## src/rtl/i2s_pkg.sv

```systemverilog
// Shared I2S definitions: default sample width and the stereo pair layout used
// by the transmitter wrapper, the receive path and the feeder.
package i2s_pkg;

    localparam int I2S_WIDTH = 16;

    typedef struct packed {
        logic [I2S_WIDTH-1:0] left;
        logic [I2S_WIDTH-1:0] right;
    } stereo_t;

endpackage

```

## src/rtl/i2s_sample_fifo.sv

```systemverilog
// Single-clock FIFO of stereo pairs. Register-based storage, power-of-two depth,
// and an occupancy count that saturates at DEPTH.
module i2s_sample_fifo
    import i2s_pkg::*;
#(
    parameter int DATA_WIDTH = 2 * I2S_WIDTH,
    parameter int DEPTH      = 8,
    localparam int AW        = $clog2(DEPTH),
    localparam int CW        = AW + 1
) (
    input  logic                  clk,
    input  logic                  rst,
    input  logic                  push,
    input  logic                  pop,
    input  logic [DATA_WIDTH-1:0] din,
    output logic [DATA_WIDTH-1:0] head,
    output logic                  full,
    output logic                  empty,
    output logic [CW-1:0]         count
);

    logic [DATA_WIDTH-1:0] mem [DEPTH];
    logic [AW-1:0]         wr_ptr;
    logic [AW-1:0]         rd_ptr;
    logic                  do_push;
    logic                  do_pop;

    assign full    = (count == CW'(DEPTH));
    assign empty   = (count == '0);
    assign do_push = push && !full;
    assign do_pop  = pop && !empty;
    assign head    = mem[rd_ptr];

    // Pointers wrap naturally because DEPTH is a power of two.
    always_ff @(posedge clk or posedge rst) begin
        if (rst) begin
            wr_ptr <= '0;
            rd_ptr <= '0;
            count  <= '0;
        end else begin
            if (do_push) wr_ptr <= wr_ptr + AW'(1);
            if (do_pop)  rd_ptr <= rd_ptr + AW'(1);
            case ({do_push, do_pop})
                2'b10:   count <= count + CW'(1);
                2'b01:   count <= count - CW'(1);
                default: count <= count;
            endcase
        end
    end

    always_ff @(posedge clk) begin
        if (do_push) mem[wr_ptr] <= din;
    end

endmodule

```

## src/rtl/i2s_tx_feeder.sv

```systemverilog
// Sample buffer in front of the I2S transmitter: one pair fetched per ws rise.
// Define I2S_FEEDER_HOLD_ON_UNDERRUN_EN to repeat the last pair on underrun.
module i2s_tx_feeder
    import i2s_pkg::*;
#(
    parameter int WIDTH = I2S_WIDTH,
    parameter int DEPTH = 8
) (
    input  logic                     sclk_i,
    input  logic                     rst_i,
    input  logic                     ws_i,
    input  logic                     sample_valid_i,
    output logic                     sample_ready_o,
    input  logic [WIDTH-1:0]         left_i,
    input  logic [WIDTH-1:0]         right_i,
    output logic [WIDTH-1:0]         leftChan_o,
    output logic [WIDTH-1:0]         rightChan_o,
    output logic [$clog2(DEPTH):0]   fill_o,
    output logic                     underrun_o
);

    typedef struct packed {
        logic [WIDTH-1:0] left;
        logic [WIDTH-1:0] right;
    } pair_t;

    pair_t wr_pair;
    pair_t head_pair;
    logic  ws_q;
    logic  fetch;
    logic  full;
    logic  empty;
    logic  push;
    logic  pop;

    assign wr_pair        = '{left: left_i, right: right_i};
    assign sample_ready_o = !full && !rst_i;
    assign push           = sample_valid_i && sample_ready_o;
    assign fetch          = ws_i && !ws_q;
    assign pop            = fetch && !empty;

    i2s_sample_fifo #(
        .DATA_WIDTH (2 * WIDTH),
        .DEPTH      (DEPTH)
    ) u_fifo (
        .clk   (sclk_i),
        .rst   (rst_i),
        .push  (push),
        .pop   (pop),
        .din   (wr_pair),
        .head  (head_pair),
        .full  (full),
        .empty (empty),
        .count (fill_o)
    );

    // ws_q resets high so a ws_i already high at release is not seen as a rise.
    always_ff @(posedge sclk_i or posedge rst_i) begin
        if (rst_i) begin
            ws_q        <= 1'b1;
            leftChan_o  <= '0;
            rightChan_o <= '0;
            underrun_o  <= 1'b0;
        end else begin
            ws_q       <= ws_i;
            underrun_o <= fetch && empty;
            if (pop) begin
                leftChan_o  <= head_pair.left;
                rightChan_o <= head_pair.right;
            end
`ifndef I2S_FEEDER_HOLD_ON_UNDERRUN_EN
            else if (fetch) begin
                leftChan_o  <= '0;
                rightChan_o <= '0;
            end
`endif
        end
    end

endmodule

```

## config.mk

```make
export PLATFORM = sky130hd
export DESIGN_NAME = i2s_tx_feeder
export DESIGN_NICKNAME = d
export VERILOG_FILES = /design/src/rtl/i2s_pkg.sv /design/src/rtl/i2s_sample_fifo.sv /design/src/rtl/i2s_tx_feeder.sv
export SDC_FILE = /design/constraint.sdc
export NUM_CORES = 1
export LEC_CHECK = 0
export BUFFER_PORTS_ARGS = -buffer_cell sky130_fd_sc_hd__buf_4
export CELL_PAD_IN_SITES_DETAIL_PLACEMENT = 1
export CELL_PAD_IN_SITES_GLOBAL_PLACEMENT = 2
export CORE_MARGIN = 3
export CORE_UTILIZATION = 35
export DETAILED_ROUTE_END_ITERATION = 6
export PLACE_DENSITY = 0.6
export SYNTH_ARGS = -nofsm -noshare
export SYNTH_HDL_FRONTEND = slang
export SYNTH_SLANG_ARGS = --single-unit
```

## constraint.sdc

```tcl
create_clock -name sclk_i -period 5.3 [get_ports sclk_i]
set_input_delay 1.06 -clock sclk_i [delete_from_list [all_inputs] [get_ports sclk_i]]
set_output_delay 1.06 -clock sclk_i [all_outputs]
set_load 0.02 [all_outputs]
```

### After elaboration in Yosys (flattened, before gate mapping)

Memory sizes are Yosys's and may differ from the RTL's.
Cells that the tools add are included.

| cells by class | value |
|---|---|
| multiplexer cells | 6 |
| reductions and logical operators | 14 |
| $add $sub $neg | 4 |
| equal/unequal tests | 3 |

Operators with widths:

| cell | count |
|---|---|
| 16-bit two-way mux | 3 |
| 4-bit one-hot mux with 2 select lines | 1 |
| 1-bit logical AND | 7 |
| 3-bit by 1-bit adder with 3-bit output (second input constant) | 2 |
| 4-bit by 1-bit adder with 4-bit output (second input constant) | 1 |
| 4-bit equality test (second input constant) | 1 |
| 1-bit zero test | 4 |
| 4-bit zero test | 1 |
| 2-bit nonzero test | 2 |
| 4-bit by 1-bit subtractor with 4-bit output (second input constant) | 1 |
| 2-bit by 1-bit equality test with 1-bit output (second input constant) | 1 |
| 2-bit equality test (second input constant) | 1 |
| 1-bit two-way mux | 2 |

| storage, ports and cells | value |
|---|---|
| memories kept | 1 |
| output and inout bits | 38 |
| flip-flop bits (word level) | 44 |
| word-level logic and storage cells | 35 |
| RAM bits | 256 |

Memory list:

| memory | depth | bits a word | rd ports | clocked after Yosys merged registers in | wr ports | line | RTL |
|---|---|---|---|---|---|---|---|
| u_fifo.mem | 8 | 32 | 1 | 0 | 1 | i2s_sample_fifo.sv:22 | `logic [DATA_WIDTH-1:0] mem [DEPTH];` |

### Longest topological paths before layout

| depth | value |
|---|---|
| depth after elaboration | 7 |
| mapped depth | 12 |
| mapped depth without buffers | 10 |

### Cells and area by module

From an unflattened synthesis, not the netlist that was laid out.

| second synthesis, totals | value |
|---|---|
| cell total of the unflattened synthesis | 549 |
| area, all modules | 12,040.3 um^2 |

Modules (own cells, without submodules):

| module | seq. area each (um^2) | area an instance (um^2) | times used | cells each |
|---|---|---|---|---|
| i2s_sample_fifo | 7,937.6 | 10,401.2 | 1 | 438 |
| i2s_tx_feeder | 852.1 | 1,639.1 | 1 | 111 |

### Worst setup path before layout

OpenSTA, ideal clock, no wires.

| timing | value |
|---|---|
| kind | in2reg |
| from | in rst_i |
| to | mem u_fifo.mem[0][0] (netlist bit) (enable) |
| buffers on the path | 0 |
| library setup time | 0.461 ns |
| slack | 1.040 ns |
| cell stages on the path | 3 |
| arrival time | 3.799 ns |
| cell sequence | a211oi_2 > nand2b_1 > nor3_1 |

| between the ends | value |
|---|---|
| word-level cells in the longest chain between the ends | 6 |

Ends and longest elaborated chain:

| item | line | RTL |
|---|---|---|
| start: declaration | i2s_tx_feeder.sv:10 | `input logic rst_i,` |
| 1-bit zero test (no source line) | n/a |  |
| 1-bit logical AND | i2s_tx_feeder.sv:37 | `assign sample_ready_o = !full && !rst_i;` |
| 1-bit logical AND | i2s_tx_feeder.sv:38 | `assign push = sample_valid_i && sample_ready_o;` |
| 1-bit logical AND | i2s_sample_fifo.sv:30 | `assign do_push = push && !full;` |
| 1-bit two-way mux | i2s_sample_fifo.sv:52 | `if (do_push) mem[wr_ptr] <= din;` |
| 1-bit two-way mux (implied by the code) | i2s_sample_fifo.sv:52 |  |
| end: declaration | i2s_sample_fifo.sv:22 |  |

Every way passes these cells.

### Worst setup path after layout

| timing | value |
|---|---|
| from | in ws_i |
| to | reg u_fifo.count[2] |

| between the ends | value |
|---|---|
| word-level cells in the longest chain between the ends | 5 |

Ends and longest elaborated chain:

| item | line | RTL |
|---|---|---|
| start: declaration | i2s_tx_feeder.sv:11 | `input logic ws_i,` |
| 1-bit logical AND * | i2s_tx_feeder.sv:39 | `assign fetch = ws_i && !ws_q;` |
| 1-bit logical AND * | i2s_tx_feeder.sv:40 | `assign pop = fetch && !empty;` |
| 1-bit logical AND * | i2s_sample_fifo.sv:31 | `assign do_pop = pop && !empty;` |
| net u_fifo.do_pop | i2s_sample_fifo.sv:26 | `logic do_pop;` |
| 2-bit by 1-bit equality test with 1-bit output / 2-bit equality test (equally long branches) | i2s_sample_fifo.sv:43 | `case ({do_push, do_pop})` |
| 4-bit one-hot mux with 2 select lines / 2-bit nonzero test (equally long branches) | n/a |  |
| end signal: assignment | i2s_sample_fifo.sv:44 | `2'b10: count <= count + CW'(1);` |
| end signal: assignment | i2s_sample_fifo.sv:45 | `2'b01: count <= count - CW'(1);` |
| end signal: assignment | i2s_sample_fifo.sv:46 | `default: count <= count;` |
| end: declaration | i2s_sample_fifo.sv:19 | `output logic [CW-1:0] count` |

The timed path passes the listed nets; every way through them passes the cells marked *.
A chain may end at the register's enable or synchronous reset.

==> run summary <==
Total power for the finished layout comes to 7290 µW. The combined buffer and inverter count along the critical path is 4. The number of register bits inferred by synthesis is 300. The number of input and output port buffers inserted came out at 73. The dominant cell type by area after synthesis is sky130_fd_sc_hd__edfxtp_1. Data on the critical path arrives at its endpoint at 3.57 ns. The layout cell share with drive strength beyond 1 is 34.8%.

In the synthesized netlist the dominant register cell turns out to be sky130_fd_sc_hd__edfxtp_1. At the end of the flow, the number of nets in the layout was 744. The maximum clock frequency came out at 312 MHz.

Broken down by cell family, the worst path's largest delay share belongs to buffers and inverters. For this run, design rule violations remaining after detail routing come to 0. Entering global routing, the biggest net connects 47 pins.

The met3 track utilization from global routing is 2.58%. Buffers inserted to repair hold after CTS numbered 0. In the final routed layout, each cell accounts on average for 21.5 µm. IR analysis of the VDD net gives a maximum drop of 0.270 mV. The total core area is 32000 µm². The cell with the largest stage delay on the worst path is sky130_fd_sc_hd__buf_4. The critical path goes through buf_4 -> nand2b_1 -> buf_4 -> nand2b_2 -> buf_4 -> inv_2 -> ha_1 -> xor2_1 -> ha_1 -> a21oi_1 -> xor2_1 -> nor2_1 -> xor2_1. The number of routed nets with antenna violations is 0. The average instance in the mapped netlist occupies 18.8 µm². The first-pass GRT wire length is 38700 µm. In this run the clock root is driven by a sky130_fd_sc_hd__clkbuf_16.

The layout has 3136 filler cells. The source-to-sink clock delay at the later pin of the worst-skew pair is 0.50 ns. Setup slack on the critical path of the routed design comes to 2.10 ns. The net count of the mapped netlist is 657.

The power density over the cells is 533 nW/µm². The sum of negative setup slack came out at 0 ns. The number of enable-type register cells in the synthesized netlist is 256.

The violation count after the first detailed-routing iteration came out at 232. The critical path is of the in -> reg type. TritonCTS built the clock tree. Detailed placement ended at an HPWL of 14700 µm. The sequential-to-total area share from yosys stat is 76.0%.

The transition time at the pin with the least slew margin is 1.21 ns. The initial antenna violation count came to 0. The shortest clock period the worst path allows after layout came out at 3.20 ns. The initial cell density of the core came out at 36.1%.

OpenSTA, run right after detailed placement, puts the worst setup slack at 1.56 ns. The fraction of synthesized cell area taken by the top area cell type is 66.4%. The type of element capturing the critical path is a register.

The clock-pin slew on the worst setup and hold paths came out at 0.06 ns. Synthesis produced a netlist whose cell count is 616. Max-cap violations in this run came to 0.

The most common cell in the synthesized netlist is sky130_fd_sc_hd__edfxtp_1. The count of pins on the block boundary is 74. The number of hold-slack violations in the final timing report is 0. The number of CTS-inserted buffers came out at 34. The floorplan step defined a die boundary enclosing 35300 µm². The setup clock skew after layout came out at 0.0128 ns.

The deepest level of the CTS H-tree is 2. The area growth from synthesis to final layout is 18.2%. The maximum fanout along the worst path came out at 35. The final wirelength is 25000 µm. The congestion estimate from routability-driven global placement came to 0.666. For this run, global-route usage on met1 was measured as 18.9%. The worst setup path is launched from a primary input. The repair_antennas step left the layout with diodes totalling 0. The required time of the critical path came out at 5.67 ns. The iteration count of the initial detailed-routing pass is 4. The worst slew slack as a fraction of its limit is 19.1%. The standby leakage power is 0.00467 µW. The netlist area before placement came out at 11600 µm². The run finished with clean final reports. The share of the clock period used by the worst path came out at 60.4%. The number of global-route vias before repair is 6498.

The global-route usage over all layers came out at 14.3%. The met2 demand-to-capacity share in global routing came out at 24.4%. The die boundary width came out at 188 µm. For this run the aggregate overflow at the end of global routing stands at 0. The number of slew-limit violations in the final report was 0. The commonest cells after synthesis are sky130_fd_sc_hd__edfxtp_1 (256), sky130_fd_sc_hd__mux2_2 (66), sky130_fd_sc_hd__dfrtp_1 (43). Setup repair after global routing left no endpoint under its margin. The type of the worst min-delay path is reg -> reg. The maximum buffer depth of the clock tree came out at 3. The count of different cell masters after synthesis is 31. The vertical die dimension came out at 188 µm. The layer carrying the most global-route usage is met2. The delay contributed by the slowest stage of the critical path came out at 0.43 ns.

The total setup violations reported at the end of the flow is 0. The vias after detailed routing is 5780. The number of cell rows came out at 65. The via density per instance is 4.97. The total number of clock tree sinks came out at 300. Ranked by total cell area, the synthesized netlist is headed by sky130_fd_sc_hd__edfxtp_1 (66%), sky130_fd_sc_hd__dfrtp_1 (9.3%), sky130_fd_sc_hd__mux2_2 (6.4%), sky130_fd_sc_hd__mux4_2 (6.2%), sky130_fd_sc_hd__o31ai_1 (2.1%).

The number of warning messages in the yosys log came out at 0. The post-CTS repair timing setup buffer count is 0. After synthesis, the share of flip-flops with an asynchronous set or reset is 14.7%. Once the clock tree was built, the resizer swapped 0 gates to a different size.
registers in the layout (all words and copies together), names as in the netlist:
name	count
u_fifo.rd_ptr	3
u_fifo.count	4
ws_q	1
rightChan_o	16
u_fifo.mem	256
underrun_o	1
u_fifo.wr_ptr	3
leftChan_o	16
cell families after synthesis:
group	synth area share, %
flops	76.0
mux	12.7
simple gates	3.91
compound gates	4.17
buf+inv	2.08
xor+xnor	0.681
fa+ha+maj	0.541
metal layers:
| metal | wire [µm] | vias up |
|---|---|---|
| met5 | 0 | - |
| met4 | 446 | 0 |
| met3 | 1160 | 31 |
| met2 | 12200 | 124 |
| met1 | 11200 | 3028 |
| li1 | - | 2597 |
placed cells by master, fill, tap and decap left out, types with 2 or more instances in the layout:
master	Yosys	layout
sky130_fd_sc_hd__edfxtp_1	256	256
sky130_fd_sc_hd__buf_4	9	85
sky130_fd_sc_hd__mux2_2	66	66
sky130_fd_sc_hd__dfrtp_1	43	42
sky130_fd_sc_hd__nand2_1	40	40
sky130_fd_sc_hd__clkbuf_16	0	35
sky130_fd_sc_hd__o22ai_1	33	33
sky130_fd_sc_hd__mux4_2	32	32
sky130_fd_sc_hd__o31ai_1	32	32
sky130_fd_sc_hd__nor2b_1	20	20
sky130_fd_sc_hd__nor2_1	21	15
sky130_fd_sc_hd__clkinv_2	0	9
sky130_fd_sc_hd__nand2b_1	7	7
sky130_fd_sc_hd__nor2_4	0	6
sky130_fd_sc_hd__xnor2_1	5	5
sky130_fd_sc_hd__ha_1	5	5
sky130_fd_sc_hd__clkbuf_1	12	5
sky130_fd_sc_hd__xor2_1	4	4
sky130_fd_sc_hd__clkinv_1	0	3
sky130_fd_sc_hd__clkbuf_8	0	3
sky130_fd_sc_hd__a21oi_1	2	2
sky130_fd_sc_hd__inv_1	3	2
sky130_fd_sc_hd__inv_2	1	2
sky130_fd_sc_hd__nor3_2	0	2
sky130_fd_sc_hd__inv_6	0	2
sky130_fd_sc_hd__bufinv_16	0	2
worst reg2reg max path, cell delays in order, from the launching register on:
cell and delay [ns]:
sky130_fd_sc_hd__dfstp_2 0.51, sky130_fd_sc_hd__nand2b_1 0.09, sky130_fd_sc_hd__buf_4 0.40, sky130_fd_sc_hd__nand2b_2 0.20, sky130_fd_sc_hd__buf_4 0.43, sky130_fd_sc_hd__inv_2 0.14, sky130_fd_sc_hd__ha_1 0.30, sky130_fd_sc_hd__xor2_1 0.18
sky130_fd_sc_hd__ha_1 0.19, sky130_fd_sc_hd__a21oi_1 0.14, sky130_fd_sc_hd__xor2_1 0.15, sky130_fd_sc_hd__nor2_1 0.06, sky130_fd_sc_hd__xor2_1 0.14
layout make-up:
cell class / instances / area [µm²] / area share [%]
sequential: 300 / 8790 / 64.3
multi-input combinational: 278 / 2600 / 19.0
clock buffer: 43 / 936 / 6.84
tap: 435 / 544 / 3.98
clock inverter: 18 / 150 / 1.10
timing repair buffer: 85 / 638 / 4.67
inverter: 4 / 15.0 / 0.110
stage by stage:
step	util [%]	instances	hold WS [ns]	area, µm²
2_1_floorplan	-	616	0.480	11600
3_3_place_gp	39.3	1102	0.482	12600
3_5_place_dp	39.3	1102	0.476	12600
4_1_cts	42.7	1163	0.488	13700
5_1_grt	42.7	1163	0.523	13700
6_report	42.7	1163	0.480	13700
worst paths after layout:
| kind | start | to | slack, ns | cells after the start |
|---|---|---|---|---|
| worst max-delay path | ws_i | u_fifo.count[2] | 2.10 | 13 |
| worst max register to register | ws_q | u_fifo.count[2] | 2.25 | 12 |
| worst min-delay path | leftChan_o[14] | leftChan_o[14] | 0.48 | 2 |
| worst min register to register | leftChan_o[14] | leftChan_o[14] | 0.48 | 2 |
| max in group asynchronous | rst_i | u_fifo.rd_ptr[0] | 4.01 | 3 |
| min in group asynchronous | rst_i | u_fifo.count[0] | 0.77 | 3 |
where the power goes:
part | switching (µW) | internal, µW
Clock | 894 | 1350
Sequential | 287 | 2890
Combinational | 1010 | 861
Total | 2190 | 5100
No activity file was read; power rests on OpenSTA's default activity.
